===== config.mk =====
export PLATFORM = sky130hd
export DESIGN_NAME = bus_arb_ctrl
export DESIGN_NICKNAME = d
export VERILOG_FILES = /design/src/rtl/bus_arb_ctrl.sv
export SDC_FILE = /design/constraint.sdc
export NUM_CORES = 1
export LEC_CHECK = 0
export CORE_AREA = 3 3 62 107
export CTS_CLUSTER_DIAMETER = 100
export DETAILED_ROUTE_END_ITERATION = 10
export DIE_AREA = 0 0 65 110
export PLACE_DENSITY = 0.67
export SLEW_MARGIN = 20
export SYNTH_ARGS = -nofsm -noshare
export SYNTH_HDL_FRONTEND = slang
export SYNTH_SLANG_ARGS = --single-unit

===== constraint.sdc =====
create_clock -name clk -period 2.1 [get_ports clk]
set_clock_uncertainty 0.15 [all_clocks]
set_input_delay 0.63 -clock clk [delete_from_list [all_inputs] [get_ports clk]]
set_output_delay 0.63 -clock clk [all_outputs]
set_load 0.01 [all_outputs]

===== src/rtl/bus_arb_ctrl.sv =====
// Two-requester round-robin arbiter that sequences one command at a time onto
// the shared registered read/write bus and returns a completion pulse to the owner.
module bus_arb_ctrl #(
   parameter int ADDR_W     = 8,
   parameter int DATA_W     = 8,
   parameter int RD_LATENCY = 1
) (
   input  logic              clk,
   input  logic              rst_n,
   input  logic              req_valid_0,
   input  logic              req_valid_1,
   output logic              req_ready_0,
   output logic              req_ready_1,
   input  logic              req_write_0,
   input  logic              req_write_1,
   input  logic [ADDR_W-1:0] req_addr_0,
   input  logic [ADDR_W-1:0] req_addr_1,
   input  logic [DATA_W-1:0] req_wdata_0,
   input  logic [DATA_W-1:0] req_wdata_1,
   output logic              rsp_valid_0,
   output logic              rsp_valid_1,
   output logic [DATA_W-1:0] rsp_rdata,
   output logic              read,
   output logic              write,
   output logic              enable,
   output logic [ADDR_W-1:0] raddr,
   output logic [ADDR_W-1:0] waddr,
   output logic [DATA_W-1:0] wdata,
   input  logic [DATA_W-1:0] rdata
);

   typedef enum logic [1:0] {IDLE, ISSUE, RWAIT, RESP} state_t;

   state_t            state;
   logic              last_grant;
   logic              owner;
   logic              cur_write;
   logic [3:0]        lat_cnt;

   logic              accept;
   logic              win1;
   logic              sel_write;
   logic [ADDR_W-1:0] sel_addr;
   logic [DATA_W-1:0] sel_wdata;

   // Requester 1 wins when alone, or on a tie when requester 0 was granted last.
   // Ready is gated by rst_n so it drops in the same cycle reset is asserted.
   always_comb begin
      win1        = req_valid_1 & (~req_valid_0 | ~last_grant);
      accept      = rst_n & (state == IDLE) & (req_valid_0 | req_valid_1);
      req_ready_0 = accept & ~win1;
      req_ready_1 = accept & win1;
      sel_write   = win1 ? req_write_1 : req_write_0;
      sel_addr    = win1 ? req_addr_1  : req_addr_0;
      sel_wdata   = win1 ? req_wdata_1 : req_wdata_0;
   end

   // Bus command registers double as the latched request: they are loaded at
   // acceptance, shown for the single ISSUE cycle, and cleared afterwards.
   always_ff @(posedge clk or negedge rst_n) begin
      if (!rst_n) begin
         state       <= IDLE;
         last_grant  <= 1'b1;
         owner       <= 1'b0;
         cur_write   <= 1'b0;
         lat_cnt     <= '0;
         enable      <= 1'b0;
         read        <= 1'b0;
         write       <= 1'b0;
         raddr       <= '0;
         waddr       <= '0;
         wdata       <= '0;
         rsp_valid_0 <= 1'b0;
         rsp_valid_1 <= 1'b0;
         rsp_rdata   <= '0;
      end else begin
         enable      <= 1'b0;
         read        <= 1'b0;
         write       <= 1'b0;
         raddr       <= '0;
         waddr       <= '0;
         wdata       <= '0;
         rsp_valid_0 <= 1'b0;
         rsp_valid_1 <= 1'b0;
         case (state)
            IDLE: begin
               if (accept) begin
                  owner      <= win1;
                  last_grant <= win1;
                  cur_write  <= sel_write;
                  enable     <= 1'b1;
                  if (sel_write) begin
                     write <= 1'b1;
                     waddr <= sel_addr;
                     wdata <= sel_wdata;
                  end else begin
                     read  <= 1'b1;
                     raddr <= sel_addr;
                  end
                  state <= ISSUE;
               end
            end
            ISSUE: begin
               if (cur_write) begin
                  rsp_valid_0 <= ~owner;
                  rsp_valid_1 <= owner;
                  state       <= RESP;
               end else begin
                  lat_cnt <= 4'(RD_LATENCY - 1);
                  state   <= RWAIT;
               end
            end
            RWAIT: begin
               if (lat_cnt == 4'd0) begin
                  rsp_rdata   <= rdata;
                  rsp_valid_0 <= ~owner;
                  rsp_valid_1 <= owner;
                  state       <= RESP;
               end else begin
                  lat_cnt <= lat_cnt - 4'd1;
               end
            end
            RESP: begin
               state <= IDLE;
            end
            default: begin
               state <= IDLE;
            end
         endcase
      end
   end

endmodule


## After elaboration in Yosys (flattened, before gate mapping)

Index checks and enable logic that the tools add are counted.

- $add $sub $neg: 1
- Eq/ne operators: 7
- Multiplexer cells: 33
- Bitwise logic cells: 11
- Reductions and logical operators: 7

Operators by type and width:

| cell | number |
|---|---|
| 8-bit two-way mux | 11 |
| 1-bit two-way mux | 14 |
| 4-bit two-way mux | 2 |
| 2-bit inequality test (second input constant) | 4 |
| 2-bit case mux with 4 select lines | 1 |
| 4-bit case mux with 2 select lines | 1 |
| 2-bit AND reduction | 3 |
| 1-bit AND | 5 |
| 2-bit equality test (second input constant) | 2 |
| 4-bit logical NOT | 1 |
| 2-bit two-way mux | 2 |
| 1-bit inverter | 4 |
| 1-bit case mux with 2 select lines | 2 |
| 4-bit by 1-bit subtractor with 4-bit output (second input constant) | 1 |
| 3-bit AND reduction | 1 |
| 2-bit by 1-bit equality test with 1-bit output (second input constant) | 1 |
| 2-bit logical NOT | 1 |
| 1-bit bitwise OR | 2 |
| 2-bit nonzero test | 1 |

- Flip-flop bits (word level): 46
- Input bits: 46
- Output and inout port bits: 39
- Word-level logic and storage cells: 73

## Longest topological paths before layout

Gate-level depths: netlist of run 1.

- Word-level depth: 7
- Mapped depth: 6
- Depth with buffers taken out: 5

## Least setup slack after synthesis of run 1

No wires, ideal clock.

- Path kind: input to output
- From: in req_valid_1
- To: out req_ready_0
- Arrival: 1.458 ns
- Slack: -0.138 ns
- Stages: 4
- Buffers on the path: 2
- Cells stage by stage: o211ai_1 buf_2 buf_1 nor2_1

- Word-level cells in the longest chain between the ends: 3
- Elaborated cells between the ends (all ways): 5

Ends and longest elaborated chain:

| what | line | RTL |
|---|---|---|
| start: declaration | 11 | `input logic req_valid_1,` |
| 1-bit bitwise OR or 1-bit AND (tied branches) | 50, 49 |  |
| 1-bit AND or 1-bit inverter (tied branches) | 50, 51 |  |
| 1-bit AND (*) | 51 | `req_ready_0 = accept & ~win1;` |
| end: declaration | 12 | `output logic req_ready_0,` |

Mark *: on every way between the ends. The rest lies on a longest branch, timed or not.

## Worst setup path in the final report of run 1

- From: reg state[1]
- To: out req_ready_0

- Word-level cells in the longest chain between the ends: 4

Ends and longest elaborated chain:

| what | line | RTL |
|---|---|---|
| start: declaration | 34 | `state_t state;` |
| start signal: assignment | 62 | `state <= IDLE;` |
| start signal: assignment | 100 | `state <= ISSUE;` |
| start signal: assignment | 107 | `state <= RESP;` |
| 2-bit logical NOT | 50 | `accept = rst_n & (state == IDLE) & (req_valid_0 \| req_valid_1);` |
| 1-bit AND (2 in series) | 50 |  |
| 1-bit AND | 51 |  |

Every way passes these cells.

==> results.md, run 1 <==
- Status: finished, violations left
- Failing checks: setup timing
- Final Instance Area: 3129 sq um
- R2r setup slk: 0.15 ns
- CTS clock-pin slew for the worst setup and hold paths: 0.09 ns
- Tightest Hold Check Type: input port to async pin
- Slew Limit Fails: 0
- CTS tree: built
- Floorplan row count: 37
- IO buf count: 84
- Sink Count: 46
- Post-route DRC violation count: 0
- Placed insts: 320
- Crit path kind: flop to output port
- Grt total ovfl: 0
- MaxCap Viol Count: 0
- Clk_lat worst skew: 0.30 ns
- DP Area: 2952 sq um
- TritonCTS Buffers: 5
- Mapped Cells: 152
- Vias in the first global route: 1,563
- Fin cells: 334
- Vias/cell: 4.566
- DIE AREA: 7150 sq um
- Starting Density: 33.41%
- Synthesized Nets: 203
- Antenna Diode Count: 0
- RSZ-0062 raised after global routing: yes
- Worst Tran Pin Value: 0.5530 ns
- Largest buffer count on any clock path: 2
- Area growth, synth to finish: 59.30%
- Post-layout util: 53.22%
- Drt wl/cell: 13.86 um
- Worst IR Drop VDD: 0.8690 mV
- Dpl hpwl: 3525 um
- Root Driver: clkbuf_8
- Count of final setup violators: 1
- Cell area after synthesis: 1964 sq um
- Setup TNS: -0.0002806 ns
- Critical path data arrival time: 1.32 ns
- DRT Pass-1 Iters: 4
- Pre-CTS WS: -0.7846 ns
- Die Wd: 65 um
- I/O pin cnt: 85
- Iter 0 DRT Violations: 16
- Normalized max-slew margin: 63.13%
- Die Span Y: 110 um
- Syn Area/Cell: 12.92 sq um
- WL final: 4629 um
- Synth Register Bits: 46
- Crit-path max FO: 3
- Fin crit share: 100.0%
- Gr usage total: 13.48%
- Final Hold Vio Count: 0
- Core area: 5879 sq um
- H-tree depth: 2
- Synth cell types: 38
- CP Capture Type: output port
- Total power: 3.427 mW
- Final period demand of the worst path: 2.100 ns
- Leak: 1.392 nW
- Final #Nets: 306
- Vias post-DR: 1,525
- Share of the yosys chip area belonging to registers: 58.66%
- Initial antenna violation count: 0
- Ys Warns: 0
- FMAX: 476.1 MHz
- Share of post-route cells with drive strength above 1: 21.09%
- Largest net degree at the start of global routing: 46
- Startpoint class of the critical path: flop
- Final antenna-violating net count: 0
- Cts hold-fix bufs: 0
- RePlAce Congestion: 0.6977
- Hold_ws: 0.1298 ns
- First-pass GRT wire length: 7238 um
- Final WS setup: -0.0002806 ns
- Pwr Density: 1095 nW/um^2
- Critical Path RT: 1.32 ns
==> flip-flops by register name, summed over array words and instances (netlist names) <==
name         flops
write            1
lat_cnt          4
cur_write        1
rsp_valid_1      1
enable           1
rsp_valid_0      1
wdata            8
owner            1
rsp_rdata        8
last_grant       1
read             1
state            2
waddr            8
raddr            8
==> cell families (layout without fill, tap and decap cells) <==
group	Yosys count	count (layout)	share of synthesized area (%)
flip-flops	46	46	58.66
AND/OR/NAND/NOR	43	43	11.91
multiplexers	30	30	16.37
AO/OA/AOI/OAI	15	15	6.243
buffers and inverters	13	117	3.630
adder cells (fa/ha/maj)	5	5	3.185
==> layout make-up <==
| class | instances | area, sq um |
|---|---|---|
| inverters | 6 | 22.52 |
| clock buffers | 5 | 68.82 |
| fillers | 521 | 2750 |
| clock inverters | 3 | 43.79 |
| multi-input cells | 93 | 773.2 |
| repair buffers | 103 | 970.9 |
| well taps | 78 | 97.59 |
| flip-flops and latches | 46 | 1152 |
==> synth_stat cells, drive strengths merged <==
master  count  area share (%)
nor2b       2            0.64
and2b       1            0.38
ha          5             3.2
nor2        6             1.1
a31o        1            0.45
and2        1            0.32
nor3       25             6.6
or3b        1            0.45
a41oi       1            0.45
dfrtp      45              57
o21ai       2            0.51
inv         6             1.1
o31ai       1            0.38
o211a       1            0.51
buf         7             2.5
o211ai      1            0.38
and4bb      1            0.64
mux2       11             6.5
a22o        2            0.89
or3         1            0.32
and3        1            0.32
a2111o      1            0.57
or4         1            0.38
a31oi       1            0.32
o41ai       1            0.45
mux2i      19             9.9
nand2b      1            0.32
nand2       2            0.38
a21boi      1            0.57
dfstp       1             1.3
a21o        1            0.38
a22oi       1            0.38
==> final timing paths <==
check / start / end / depth (start not counted)
worst max-delay path: state[1] / req_ready_0 / 5
worst min-delay path: rst_n / wdata[0] / 2
worst max register to register: lat_cnt[0] / state[1] / 5
worst min register to register: owner / rsp_valid_0 / 1
max in group asynchronous: rst_n / last_grant / 2
min in group clk: owner / rsp_valid_0 / 1
==> layout by cell type (no fill, tap or decap), drive strengths merged, types with 2 or more instances in the layout <==
master and count:
nor2 6, ha 5, a22o 2, mux2 11, nor2b 2, nor3 25, mux2i 19, clkbuf 5
inv 7, clkdlybuf4s50 79, nand2 2, o21ai 2, dfrtp 45, buf 24
==> routing by layer <==
layer | global-route usage [%] | wire (um) | vias to the layer above
met2 | 25.13 | 2615 | 49
li1 | - | - | 747
met1 | 13.43 | 1627 | 723
met5 | 0 | 0 | -
met4 | 5.598 | 90 | 0
met3 | 4.462 | 296 | 6
==> worst max-delay path, cell delays in order, from the launching register on <==
cell and delay, ns:
dfrtp_1 0.39, inv_2 0.08, ha_4 0.14, o211ai_1 0.14, nor2_4 0.15, buf_6 0.11
==> report_power, final <==
part / switching (mW) / internal [mW]
Clock: 0.306 / 0.357
Sequential: 0.120 / 1.11
Combinational: 0.646 / 0.892
==> repair_timing <==
item	4_1_cts	5_1_grt
resized for setup	24	1
setup endpoints to repair	30	1
hold endpoints to repair	0	0
setup buffers	2	4
pin swaps	1	2
(Power assumes the default switching activity.)
==> run 2: changes to the inputs <==
--- a/config.mk
+++ b/config.mk
@@ -6,10 +6,10 @@
 export NUM_CORES = 1
 export LEC_CHECK = 0
 export CORE_AREA = 3 3 62 107
-export CTS_CLUSTER_DIAMETER = 100
 export DETAILED_ROUTE_END_ITERATION = 10
 export DIE_AREA = 0 0 65 110
-export PLACE_DENSITY = 0.67
+export PLACE_DENSITY = 0.64
+export RECOVER_POWER = 25
 export SLEW_MARGIN = 20
 export SYNTH_ARGS = -nofsm -noshare
 export SYNTH_HDL_FRONTEND = slang
==> constraint.sdc (replaced) <==
create_clock -name clk -period 2.24 [get_ports clk]
set_clock_uncertainty 0.15 [all_clocks]
set_input_delay 0.672 -clock clk [delete_from_list [all_inputs] [get_ports clk]]
set_output_delay 0.672 -clock clk [all_outputs]
set_load 0.01 [all_outputs]
==> run 2 against run 1 <==
The flow now finishes without violations. Critical path type is now input port to output port. Wire length increased by 1.4%. Global-route usage increased by 0.17 points. Clock-buffer cell count increased by 1. Sequential cell count unchanged. Largest power group unchanged. Combinational power decreased by 9.7%. Highest routed layer unchanged.
==> results.md, run 2 (synthesized netlist as in run 1, its figures left out) <==
- Vias post-DR: 1,554 (+1.9%)
- WL final: 4693 um (+1.4%)
- Floorplan row count: 37 (unchanged)
- I/O pin cnt: 85 (unchanged)
- Critical Path RT: 1.42 ns (+0.10 ns)
- Antenna Diode Count: 0 (unchanged)
- Area growth, synth to finish: 57.90%
- Clk_lat worst skew: 0.29 ns (about the same)
- WL met3: 258 um (-13%)
- Fin cells: 331 (-0.90%)
- Total power: 3.146 mW (-8.2%)
- Cts hold-fix bufs: 0 (unchanged)
- DP Area: 2959 sq um (+0.25%)
- CP Capture Type: output port
- TritonCTS Buffers: 5 (unchanged)
- Largest net degree at the start of global routing: 46 (unchanged)
- Status: finished, final reports clean
- Initial antenna violation count: 0 (unchanged)
- RePlAce Congestion: 0.7647 (+9.6%)
- FMAX: 464.8 MHz
- Crit-path max FO: 2 (-1)
- Tightest Hold Check Type: input port to async pin
- Most frequent cells in the layout: 79 x clkdlybuf4s50_1, 45 x dfrtp_1, 24 x nor3_1
- Grt total ovfl: 0 (unchanged)
- DRT Pass-1 Iters: 3 (-1)
- Worst Tran Pin Value: 1.087 ns (+0.5343 ns)
- Pre-CTS WS: -0.7093 ns (+0.07530 ns)
- Final Hold Vio Count: 0 (unchanged)
- DIE AREA: 7150 sq um (unchanged)
- Slew Limit Fails: 0 (unchanged)
- MaxCap Viol Count: 0 (unchanged)
- Placed insts: 320 (unchanged)
- Vias in the first global route: 1,594 (+2.0%)
- Largest buffer count on any clock path: 2 (unchanged)
- CP top delay family: buffers and inverters
- Leak: 1.374 nW (-1.3%)
- CTS tree: built
- Dpl hpwl: 3547 um (+0.63%)
- Final Instance Area: 3102 sq um (-0.88%)
- WL met1: 1584 um (-2.6%)
- First-pass GRT wire length: 7500 um (+3.6%)
- Share of post-route cells with drive strength above 1: 18.97% (-2.1 points)
- Vias/cell: 4.695 (+2.8%)
- Worst path most repeated cell: buf_4
- Final #Nets: 303 (-0.98%)
- Root Driver: clkbuf_8
- Drt wl/cell: 14.18 um (+2.3%)
- Setup TNS: 0 ns (+0.0002806 ns)
- Iter 0 DRT Violations: 24 (+8)
- Crit-path slowest cell: o211ai_1
- Pwr Density: 1014 nW/um^2 (-7.4%)
- Crit path kind: input port to output port
- H-tree depth: 2 (unchanged)
- Max Used Layer: met4
- Most common cell after layout, fill and taps aside: clkdlybuf4s50_1
- Gr usage total: 13.65% (+0.17 points)
- Sink Count: 46 (unchanged)
- Count of final setup violators: 0 (-1)
- Startpoint class of the critical path: input port
- IO buf count: 84 (unchanged)
- Hold_ws: 0.03553 ns (-0.09430 ns)
- Critical path's largest stage delay: 0.20 ns (-0.19 ns)
- Final period demand of the worst path: 2.152 ns
- Critical path data arrival time: 1.33 ns (about the same)
- Die Wd: 65 um (unchanged)
- Starting Density: 33.41% (unchanged)
- Fin crit share: 96.05%
- CP Buf/Inv Count: 3 (+1)
- Post-route DRC violation count: 0 (unchanged)
- Metal2 WL: 2668 um (+2.0%)
- Core area: 5879 sq um (unchanged)
- RSZ-0062 raised after global routing: no
- Final antenna-violating net count: 0 (unchanged)
- Normalized max-slew margin: 27.51% (-36 points)
- Worst IR Drop VDD: 0.4892 mV (-44%)
- Die Span Y: 110 um (unchanged)
- Final WS setup: 0.08847 ns (+0.08875 ns)
- CTS clock-pin slew for the worst setup and hold paths: 0.08 ns (about the same)
- Post-layout util: 52.76% (-0.47 points)
- Crit-path cells: buf_2, buf_4, o211ai_1, nor2_1, buf_4
run 2: worst paths after layout:
path,slack (ns),cells past startpoint,end,start
min in group clk,0.31,1,rsp_valid_0,owner
worst min register to register,0.31,1,rsp_valid_0,owner
max in group asynchronous,0.66,2,rsp_valid_0,rst_n
worst max-delay path,0.09,5,req_ready_0,req_valid_1
worst max register to register,0.15,8,state[1],state[0]
worst min-delay path,0.04,1,wdata[1],rst_n
run 2: power breakdown:
group / switching, mW / internal (mW)
combinational: 0.596 / 0.793
clock: 0.275 / 0.333
sequential: 0.111 / 1.04
run 2: what timing repair did:
| item | in CTS | in global routing |
|---|---|---|
| buffers inserted | 3 | 0 |
| setup endpoints to repair | 6 | 3 |
| resized for setup | 15 | 6 |
| pin swaps | 2 | 2 |
run 2: area by class of cell:
| type | instances | area, sq um |
|---|---|---|
| Tap cell | 78 | 97.59 |
| Clock buffer | 6 | 72.57 |
| Fill cell | 537 | 2778 |
| Timing Repair Buffer | 100 | 948.4 |
| Sequential cell | 46 | 1152 |
| Clock inverter | 2 | 37.54 |
| Multi-Input combinational cell | 93 | 770.7 |
| Inverter | 6 | 22.52 |
run 2: worst register-to-register path, delay by kind of cell, from the launching register on:
| kind | cells | cell delay (ns) |
|---|---|---|
| buffers and inverters | 4 | 0.59 |
| multiplexers | 1 | 0.35 |
| flip-flops | 1 | 0.38 |
| AO/OA/AOI/OAI | 2 | 0.35 |
| adder cells (fa/ha/maj) | 1 | 0.16 |
run 2: routing by layer:
metal  up-vias  GRT usage, %
met5         -             0
met4         0         7.716
met3        12         3.448
met2        54         25.49
met1       745         13.36
li1        743             -
